`src/rtl/obstacle_field_if.sv`:
```
`default_nettype none
// ============================================================================
// Module      : obstacle_field_if
// Description : Control and bar-bus bundle between the level controller,
//               the obstacle field and the renderer.
// Revision    : 1.0 - initial release
// ============================================================================
interface obstacle_field_if #(
    parameter int N_BARS = 8,
    parameter int POS_W  = 10,
    parameter int LVL_W  = 2
);
    logic                      pause;
    logic                      tick;
    logic                      level_load;
    logic [LVL_W-1:0]          level_req;
    logic [N_BARS*POS_W-1:0]   bar_pos;
    logic [N_BARS*POS_W-1:0]   bar_op;
    logic [LVL_W-1:0]          level_cur;
    logic                      level_ready;
    logic [N_BARS-1:0]         bound_evt;

    // Controller side: drives the strobes, observes the bar state.
    modport master (
        output pause, tick, level_load, level_req,
        input  bar_pos, bar_op, level_cur, level_ready, bound_evt
    );

    // Obstacle field side.
    modport slave (
        input  pause, tick, level_load, level_req,
        output bar_pos, bar_op, level_cur, level_ready, bound_evt
    );
endinterface
`default_nettype wire

```
`src/rtl/obstacle_field.sv`:
```
`default_nettype none
// ============================================================================
// Module      : obstacle_field
// Description : Holds N_BARS vertical bars (gap position, opening, signed
//               speed), loads per-level settings one bar per cycle and moves
//               all bars in parallel on each movement tick, wrapping or
//               bouncing at the playfield limits.
// Revision    : 1.0 - initial release
// ============================================================================
module obstacle_field #(
    parameter int N_BARS   = 8,
    parameter int POS_W    = 10,
    parameter int SCREEN_H = 480,
    parameter int N_LEVELS = 4,
    parameter int MAX_OPEN = 100,
    parameter int MIN_OPEN = 40,
    parameter int LVL_W    = (N_LEVELS > 1) ? $clog2(N_LEVELS) : 1
) (
    input  logic                clkenv,
    input  logic                rst_n,
    obstacle_field_if.slave     bus
);

    // Two guard bits so that pos+speed and 2*LIM-S never overflow.
    localparam int c_PW    = POS_W + 2;
    localparam int c_IDX_W = $clog2(N_BARS);

    localparam logic [1:0] c_S_IDLE = 2'd0;
    localparam logic [1:0] c_S_LOAD = 2'd1;
    localparam logic [1:0] c_S_RUN  = 2'd2;

    localparam logic signed [c_PW-1:0] c_SCREEN_H = c_PW'(SCREEN_H);
    localparam logic signed [c_PW-1:0] c_ONE      = c_PW'(1);

    logic [1:0]               r_state;
    logic [1:0]               w_state_nxt;
    logic [c_IDX_W-1:0]       r_idx;
    logic [LVL_W-1:0]         r_level;
    logic [LVL_W-1:0]         w_level_clamped;
    logic                     w_load_wr;
    logic                     w_load_last;
    logic                     w_move;
    logic                     w_bounce;
    logic [POS_W-1:0]         w_tbl_pos;
    logic [POS_W-1:0]         w_tbl_op;
    logic signed [c_PW-1:0]   w_tbl_spd;
    int                       w_op_i;
    int                       w_spd_i;

    // A new load always pre-empts both a running load and movement.
    assign w_load_wr   = (r_state == c_S_LOAD) && !bus.level_load;
    assign w_load_last = (r_idx == c_IDX_W'(N_BARS - 1));
    assign w_move      = (r_state == c_S_RUN) && bus.tick && !bus.pause && !bus.level_load;
    assign w_bounce    = r_level[0];

    assign bus.level_cur   = r_level;
    assign bus.level_ready = (r_state == c_S_RUN);

    // Clamp out-of-range level requests to the last level.
    always_comb begin
        w_level_clamped = bus.level_req;
        if (int'(bus.level_req) > N_LEVELS - 1) begin
            w_level_clamped = LVL_W'(N_LEVELS - 1);
        end
    end

    // Level table entry for the bar currently being loaded.
    always_comb begin
        w_op_i = MAX_OPEN - 10 * int'(r_level);
        if (w_op_i < MIN_OPEN) begin
            w_op_i = MIN_OPEN;
        end
        w_spd_i = 5 * (int'(r_level) + 1) + 5 * (int'(r_idx) % 3);
        if (r_idx[0] == 1'b0) begin
            w_spd_i = -w_spd_i;
        end
        w_tbl_op  = POS_W'(w_op_i);
        w_tbl_spd = c_PW'(w_spd_i);
        w_tbl_pos = r_idx[0] ? POS_W'(120) : POS_W'(240);
    end

    // State register, load index and captured level.
    always_ff @(posedge clkenv) begin
        if (!rst_n) begin
            r_state <= c_S_IDLE;
            r_idx   <= '0;
            r_level <= '0;
        end else begin
            r_state <= w_state_nxt;
            if (bus.level_load) begin
                r_idx   <= '0;
                r_level <= w_level_clamped;
            end else if (w_load_wr) begin
                r_idx <= r_idx + 1'b1;
            end
        end
    end

    // Next-state: a load request restarts LOAD from any state.
    always_comb begin
        w_state_nxt = r_state;
        if (bus.level_load) begin
            w_state_nxt = c_S_LOAD;
        end else begin
            case (r_state)
                c_S_IDLE: w_state_nxt = c_S_IDLE;
                c_S_LOAD: if (w_load_last) w_state_nxt = c_S_RUN;
                c_S_RUN:  w_state_nxt = c_S_RUN;
                default:  w_state_nxt = c_S_IDLE;
            endcase
        end
    end

    for (genvar gi = 0; gi < N_BARS; gi++) begin : g_bar
        logic [POS_W-1:0]       r_pos;
        logic [POS_W-1:0]       r_op;
        logic signed [c_PW-1:0] r_spd;
        logic                   r_evt;
        logic signed [c_PW-1:0] w_sum;
        logic signed [c_PW-1:0] w_lim;
        logic signed [c_PW-1:0] w_new;
        logic signed [c_PW-1:0] w_spd_nxt;
        logic                   w_hit;

        assign bus.bar_pos[gi*POS_W +: POS_W] = r_pos;
        assign bus.bar_op[gi*POS_W +: POS_W]  = r_op;
        assign bus.bound_evt[gi]              = r_evt;

        // Candidate position with a single wrap/bounce correction.
        always_comb begin
            w_sum     = $signed({2'b00, r_pos}) + r_spd;
            w_lim     = c_SCREEN_H - $signed({2'b00, r_op});
            w_new     = w_sum;
            w_spd_nxt = r_spd;
            w_hit     = 1'b0;
            if (w_sum > w_lim) begin
                w_hit = 1'b1;
                if (w_bounce) begin
                    w_new     = (w_lim <<< 1) - w_sum;
                    w_spd_nxt = -r_spd;
                end else begin
                    w_new = w_sum - (w_lim + c_ONE);
                end
            end else if (w_sum[c_PW-1]) begin
                w_hit = 1'b1;
                if (w_bounce) begin
                    w_new     = -w_sum;
                    w_spd_nxt = -r_spd;
                end else begin
                    w_new = w_sum + (w_lim + c_ONE);
                end
            end
        end

        // Per-bar state: table write during LOAD, movement during RUN.
        always_ff @(posedge clkenv) begin
            if (!rst_n) begin
                r_pos <= '0;
                r_op  <= '0;
                r_spd <= '0;
                r_evt <= 1'b0;
            end else if (w_load_wr && (r_idx == c_IDX_W'(gi))) begin
                r_pos <= w_tbl_pos;
                r_op  <= w_tbl_op;
                r_spd <= w_tbl_spd;
                r_evt <= 1'b0;
            end else if (w_move) begin
                r_pos <= w_new[POS_W-1:0];
                r_spd <= w_spd_nxt;
                r_evt <= w_hit;
            end else begin
                r_evt <= 1'b0;
            end
        end
    end

endmodule
`default_nettype wire

```
`src/flat_wrapper.sv`:
```
// flat-port wrapper written by rule: the top's interface ports become plain ports
module obstacle_field_flat 
#(
    parameter int N_BARS   = 8,
    parameter int POS_W    = 10,
    parameter int SCREEN_H = 480,
    parameter int N_LEVELS = 4,
    parameter int MAX_OPEN = 100,
    parameter int MIN_OPEN = 40,
    parameter int LVL_W    = (N_LEVELS > 1) ? $clog2(N_LEVELS) : 1
)
  (clkenv, rst_n, bus_pause, bus_tick, bus_level_load, bus_level_req, bus_bar_pos, bus_bar_op, bus_level_cur, bus_level_ready, bus_bound_evt);
  obstacle_field_if #(.N_BARS(N_BARS), .POS_W(POS_W), .LVL_W(LVL_W)) bus_i ();
  input  logic clkenv;
  input  logic rst_n;
  input wire logic [$bits(bus_i.pause)-1:0] bus_pause;
  input wire logic [$bits(bus_i.tick)-1:0] bus_tick;
  input wire logic [$bits(bus_i.level_load)-1:0] bus_level_load;
  input wire logic [$bits(bus_i.level_req)-1:0] bus_level_req;
  output wire logic [$bits(bus_i.bar_pos)-1:0] bus_bar_pos;
  output wire logic [$bits(bus_i.bar_op)-1:0] bus_bar_op;
  output wire logic [$bits(bus_i.level_cur)-1:0] bus_level_cur;
  output wire logic [$bits(bus_i.level_ready)-1:0] bus_level_ready;
  output wire logic [$bits(bus_i.bound_evt)-1:0] bus_bound_evt;
  assign bus_i.pause = bus_pause;
  assign bus_i.tick = bus_tick;
  assign bus_i.level_load = bus_level_load;
  assign bus_i.level_req = bus_level_req;
  assign bus_bar_pos = bus_i.bar_pos;
  assign bus_bar_op = bus_i.bar_op;
  assign bus_level_cur = bus_i.level_cur;
  assign bus_level_ready = bus_i.level_ready;
  assign bus_bound_evt = bus_i.bound_evt;
  obstacle_field #(.N_BARS(N_BARS), .POS_W(POS_W), .SCREEN_H(SCREEN_H), .N_LEVELS(N_LEVELS), .MAX_OPEN(MAX_OPEN), .MIN_OPEN(MIN_OPEN), .LVL_W(LVL_W)) u_core (.clkenv(clkenv), .rst_n(rst_n), .bus(bus_i));
endmodule
```
`config.mk`:
```
export PLATFORM = sky130hd
export DESIGN_NAME = obstacle_field_flat
export DESIGN_NICKNAME = d
export VERILOG_FILES = /design/src/rtl/obstacle_field_if.sv /design/src/rtl/obstacle_field.sv /design/src/flat_wrapper.sv
export SDC_FILE = /design/constraint.sdc
export NUM_CORES = 1
export LEC_CHECK = 0
export CAP_MARGIN = 20
export CELL_PAD_IN_SITES_DETAIL_PLACEMENT = 0
export CELL_PAD_IN_SITES_GLOBAL_PLACEMENT = 2
export CORE_MARGIN = 5
export CORE_UTILIZATION = 36
export CTS_CLUSTER_DIAMETER = 80
export DETAILED_ROUTE_END_ITERATION = 8
export PLACE_DENSITY = 0.88
export SETUP_SLACK_MARGIN = 0.4
export SLEW_MARGIN = 20
export SYNTH_ARGS = -nofsm -noshare
export SYNTH_HDL_FRONTEND = slang
export SYNTH_SLANG_ARGS = --single-unit
```
`constraint.sdc`:
```
create_clock -name clkenv -period 7.5 [get_ports clkenv]
set_input_delay 2.25 -clock clkenv [delete_from_list [all_inputs] [get_ports clkenv]]
set_output_delay 2.25 -clock clkenv [all_outputs]
set_load 0.05 [all_outputs]
```
==> metrics.md <==
| Metric | Value |
|---|---|
| Status | complete, no violations |
| Initial antenna violation count | 1 |
| Type of the worst min-delay path | reg2reg |
| Post-synthesis cell count | 3982 |
| Final setup violation count | 0 |
| Wire length of the first global-routing pass | 157 mm |
| Fin Hold WS | around 0.50 ns |
| Worst IR Drop VDD | 0.116 mV |
| Clock Sinks | 239 |
| Width of the die | roughly 300 microns |
| DR WL met2 | 46.6 mm |
| All-layer global routing usage | 22.0% |
| Part of the cycle the worst path needs | a little under nine tenths |
| Warnings, synthesis | 0 |
| Number of I/O port buffers | 145 |
| Met3 wire length | 4.08 mm |
| Post-DP HPWL | 76.3 mm |
| Post-cts resize count | 0 |
| Critical Path Sink Type | flop |
| Post CTS Setup Buffer Count | 0 |
| Die height | 296 microns |
| Count of final hold-check violations | 0 |
| Largest fanout of any net on the critical path | 8 |
| Critical path buffer and inverter count | 2 |
| Area of the mapped netlist | 29500 sq um |
| Inserted Diodes | 0 |
| Number of synthesized register bits | around 240 |
| Depth of the worst register-to-register path | 20 |
| Async set or reset register ratio after synthesis | 0% |
| Number of synthesized flops with an enable pin | 0 |
| Commonest register cell after synthesis | sky130_fd_sc_hd__dfxtp_1 |
| Critical path data required time | 7.99 ns |
| CTS root buf | sky130_fd_sc_hd__clkbuf_16 |
| Depth of the CTS H-tree | 2 |
| Post-route design area | 33100 sq um |
| Cell count along the critical path | 20 |
| Number of standard-cell rows in the floorplan | 105 |
| Crit path setup slack, layout | 1.12 ns |
| Area overhead of the layout relative to synthesis | 12.0% |
| Cell family with most CP delay | adder cells |
| End of the critical path | u_core.g_bar[5].r_spd[10]$_SDFFE_PN0P_ |
| Clk buf depth | 3 |
| TritonRoute pass-1 iters | 6 |
| Post-place instance area | 31700 sq um |
| Share of cells above drive strength 1 | about 5.5% |
| Total power divided by cell area | 124 nW/um^2 |
| Area share of the largest cell type after synthesis | between 10% and 20% |
| Max-slew violation total from the final report | 0 |
| Minimum setup slack after placement | 1.12 ns |
| Worst setup slack for register-to-register paths | about 1.1 ns |
| Data arrival, critical path | 6.87 ns |
| RSZ-0062 raised after global routing | no |
| Metal-1 WL | a little under 50 mm |
| Leakage dissipation | 13.2 nW |
| Per-cell via count in the routed design | between 5 and 6 |
| Skew-Pair Late Insertion Delay | about 0.56 ns |
| Die area | 87900 sq um |
| Transition time at the pin with the least slew margin | 1.07 ns |
| 1st-iter DRT viols | between 2000 and 2500 |
| Core box area | 81700 sq um |
| Via count of the first global-routing pass | 27100 |
| Top Metal Used | met4 |
| Share of synthesized area occupied by flip-flops and latches | 16.2% |
| Clock period minus worst slack | 6.38 ns |
| Final weighted congestion in routability-driven placement | 0.873 |
| FMAX | 157 MHz |
| Number of standard cells in the layout, taps in and fillers out | 5111 |
| Largest area contributor in the synthesized netlist | sky130_fd_sc_hd__dfxtp_1 |
| Worst Setup SP | u_core.r_idx[0]$_SDFFE_PP0P_ |
| Library cells used by synthesis | around 110 |
| TritonCTS clock tree | done |
| Total detailed-routing wirelength | 101 mm |
| Cell-by-cell listing of the critical path | inv_1, ha_1, nand2_1, nand2_1, ha_1, o21ai_0, inv_1, ha_1, ha_1, fa_1, ha_1, fa_1, a211o_1, a21o_1, a221oi_2, nand4_1, o31a_1, xnor2_1, o21ai_0, a31oi_1 |
| Nets | 4381 |
| Critical Path Most Common Cell | sky130_fd_sc_hd__ha_1 |
| Via count | between 20000 and 30000 |
| Post-route antenna net violation count | 0 |
| Clk slew on worst S/H paths | around 0.060 ns |
| Mean cell area of the mapped netlist | 7.42 sq um |
| Critical-path top delay cell | sky130_fd_sc_hd__xnor2_1 |
| Remaining max-slew budget at the tightest pin | 28.6% |
| Starting density of the core | 36.2% |
| Total of hold buffers inserted after clock tree synthesis | 0 |
| R2r startpoint | u_core.r_idx[0]$_SDFFE_PP0P_ |
| Setup total negative slack | 0 ns |
| Maximum number of pins on one net before global-route repair | 75 |
| Total congestion overflow | 0 |
| Cells taking the most area after synthesis | sky130_fd_sc_hd__dfxtp_1, sky130_fd_sc_hd__ha_1, sky130_fd_sc_hd__xnor2_1, sky130_fd_sc_hd__a21oi_1, sky130_fd_sc_hd__nor2_1 |
| Most used standard cells in the synthesized netlist | sky130_fd_sc_hd__nor2_1, sky130_fd_sc_hd__nand2_1, sky130_fd_sc_hd__ha_1, sky130_fd_sc_hd__a21oi_1, sky130_fd_sc_hd__inv_1 |
| Worst setup path category | reg2reg |
| CP Launch Type | flop |
| Max Cap Violations | 0 |
| Delay of the slowest cell on the worst path | 0.82 ns |
| Total CTS buffers | 38 |
| DRC Markers | 0 |
| Count of boundary I/O pins | 178 |
| Capture instance of the worst register-to-register path | u_core.g_bar[5].r_spd[10]$_SDFFE_PN0P_ |
| Routed wirelength normalized by instance count | approximately 20 microns |
| Cell with the most instances after synthesis | sky130_fd_sc_hd__nor2_1 |
| Clock Skews | 0.0196 ns |
| Placed insts | 5042 |
==> cell type report <==
| cell class | count | area [sq um] |
|---|---|---|
| clock buffers | 54 | 1140 |
| multi-input cells | 3294 | 22900 |
| inverters | 256 | 965 |
| fillers | 8569 | 48600 |
| clock inverters | 15 | 203 |
| well taps | 1070 | 1340 |
| flip-flops and latches | 239 | 4790 |
| repair buffers | 183 | 1730 |
==> worst min path at each step <==
| stage | slack [ns] | startpoint | endpoint | depth (start not counted) |
|---|---|---|---|---|
| 2_1_floorplan | 0.46 | u_core.g_bar[3].r_spd[0]$_SDFFE_PN0P_ | u_core.g_bar[3].r_spd[0]$_SDFFE_PN0P_ | 2 |
| 3_3_place_gp | 0.49 | u_core.g_bar[6].r_spd[0]$_SDFFE_PN0P_ | u_core.g_bar[6].r_spd[0]$_SDFFE_PN0P_ | 2 |
| 3_5_place_dp | 0.50 | u_core.g_bar[6].r_spd[0]$_SDFFE_PN0P_ | u_core.g_bar[6].r_spd[0]$_SDFFE_PN0P_ | 2 |
| 4_1_cts | 0.51 | u_core.g_bar[6].r_spd[0]$_SDFFE_PN0P_ | u_core.g_bar[6].r_spd[0]$_SDFFE_PN0P_ | 2 |
| 5_1_grt | 0.53 | u_core.g_bar[6].r_spd[0]$_SDFFE_PN0P_ | u_core.g_bar[6].r_spd[0]$_SDFFE_PN0P_ | 2 |
| 6_report | 0.50 | u_core.g_bar[1].r_pos[9]$_SDFFE_PN0N_ | u_core.g_bar[1].r_pos[9]$_SDFFE_PN0N_ | 2 |
==> sequential cells by signal (all words and copies together) (netlist names) <==
name	cells
u_core.g_bar.r_spd	96
u_core.r_idx	3
u_core.g_bar.r_op	48
u_core.g_bar.r_pos	80
u_core.r_state	2
u_core.bus.level_cur	2
u_core.g_bar.r_evt	8
==> kinds of logic after synthesis <==
logic type / after synthesis / synth area share (%)
compound gates: 1217 / 28.0
buf+inv: 482 / 6.90
xor+xnor: 307 / 9.20
fa+ha+maj: 362 / 16.1
mux: 49 / 1.72
flops: 239 / 16.2
other cells: 1 / 0.0127
simple gates: 1325 / 21.8
==> per-layer routing <==
layer | up-vias | GRT usage (%)
met3 | 112 | 2.08
li1 | 14600 | -
met2 | 634 | 36.6
met4 | 0 | 4.61
met1 | 13800 | 31.3
met5 | - | 0
==> through the flow <==
step	total power, W	utilization [%]
floorplan	0.00195	-
global placement	0.00219	38.8
detailed placement	0.00219	38.8
CTS	0.00412	40.5
global route	0.00426	40.5
finish	0.00409	40.5
==> power by group <==
part	leakage, nW	switching, W	total (W)	internal [W]
Clock	0.658	0.000720	0.00193	0.00121
Combinational	10.6	0.000566	0.000859	0.000292
Sequential	1.93	0.0000230	0.00131	0.00128
Total	13.2	0.00131	0.00409	0.00278
==> worst reg2reg max path, delay by kind of cell, from the launching register on <==
family                   cells  cell delay [ns]
adder cells (fa/ha/maj)      7             2.51
AO/OA/AOI/OAI                7             1.90
XOR/XNOR                     1             0.82
AND/OR/NAND/NOR              3             0.47
flip-flops                   1             0.32
buffers and inverters        2             0.31
==> cell usage in the layout, fill, tap and decap left out, types with 19 or more instances in the layout <==
cell type and n:
sky130_fd_sc_hd__a211o_1 23, sky130_fd_sc_hd__a211oi_1 73, sky130_fd_sc_hd__a21o_1 43, sky130_fd_sc_hd__a21oi_1 321
sky130_fd_sc_hd__a31oi_1 50, sky130_fd_sc_hd__and2_1 21, sky130_fd_sc_hd__and3_1 28, sky130_fd_sc_hd__buf_4 39
sky130_fd_sc_hd__clkbuf_16 41, sky130_fd_sc_hd__clkdlybuf4s50_1 144, sky130_fd_sc_hd__conb_1 34, sky130_fd_sc_hd__dfxtp_1 237
sky130_fd_sc_hd__fa_1 30, sky130_fd_sc_hd__ha_1 332, sky130_fd_sc_hd__inv_1 254, sky130_fd_sc_hd__mux2i_1 38
sky130_fd_sc_hd__nand2_1 348, sky130_fd_sc_hd__nand2b_1 42, sky130_fd_sc_hd__nand3_1 88, sky130_fd_sc_hd__nand4_1 24
sky130_fd_sc_hd__nor2_1 352, sky130_fd_sc_hd__nor2b_1 52, sky130_fd_sc_hd__nor3_1 156, sky130_fd_sc_hd__nor3b_1 19
sky130_fd_sc_hd__nor4_1 35, sky130_fd_sc_hd__o2111ai_1 23, sky130_fd_sc_hd__o211ai_1 56, sky130_fd_sc_hd__o21a_1 32
sky130_fd_sc_hd__o21ai_0 234, sky130_fd_sc_hd__o21bai_1 37, sky130_fd_sc_hd__o221ai_1 21, sky130_fd_sc_hd__o31a_1 20
sky130_fd_sc_hd__o31ai_1 32, sky130_fd_sc_hd__or2_2 20, sky130_fd_sc_hd__or3_1 45, sky130_fd_sc_hd__or4_1 21
sky130_fd_sc_hd__xnor2_1 235, sky130_fd_sc_hd__xor2_1 67
No activity file was read; power rests on OpenSTA's default activity.
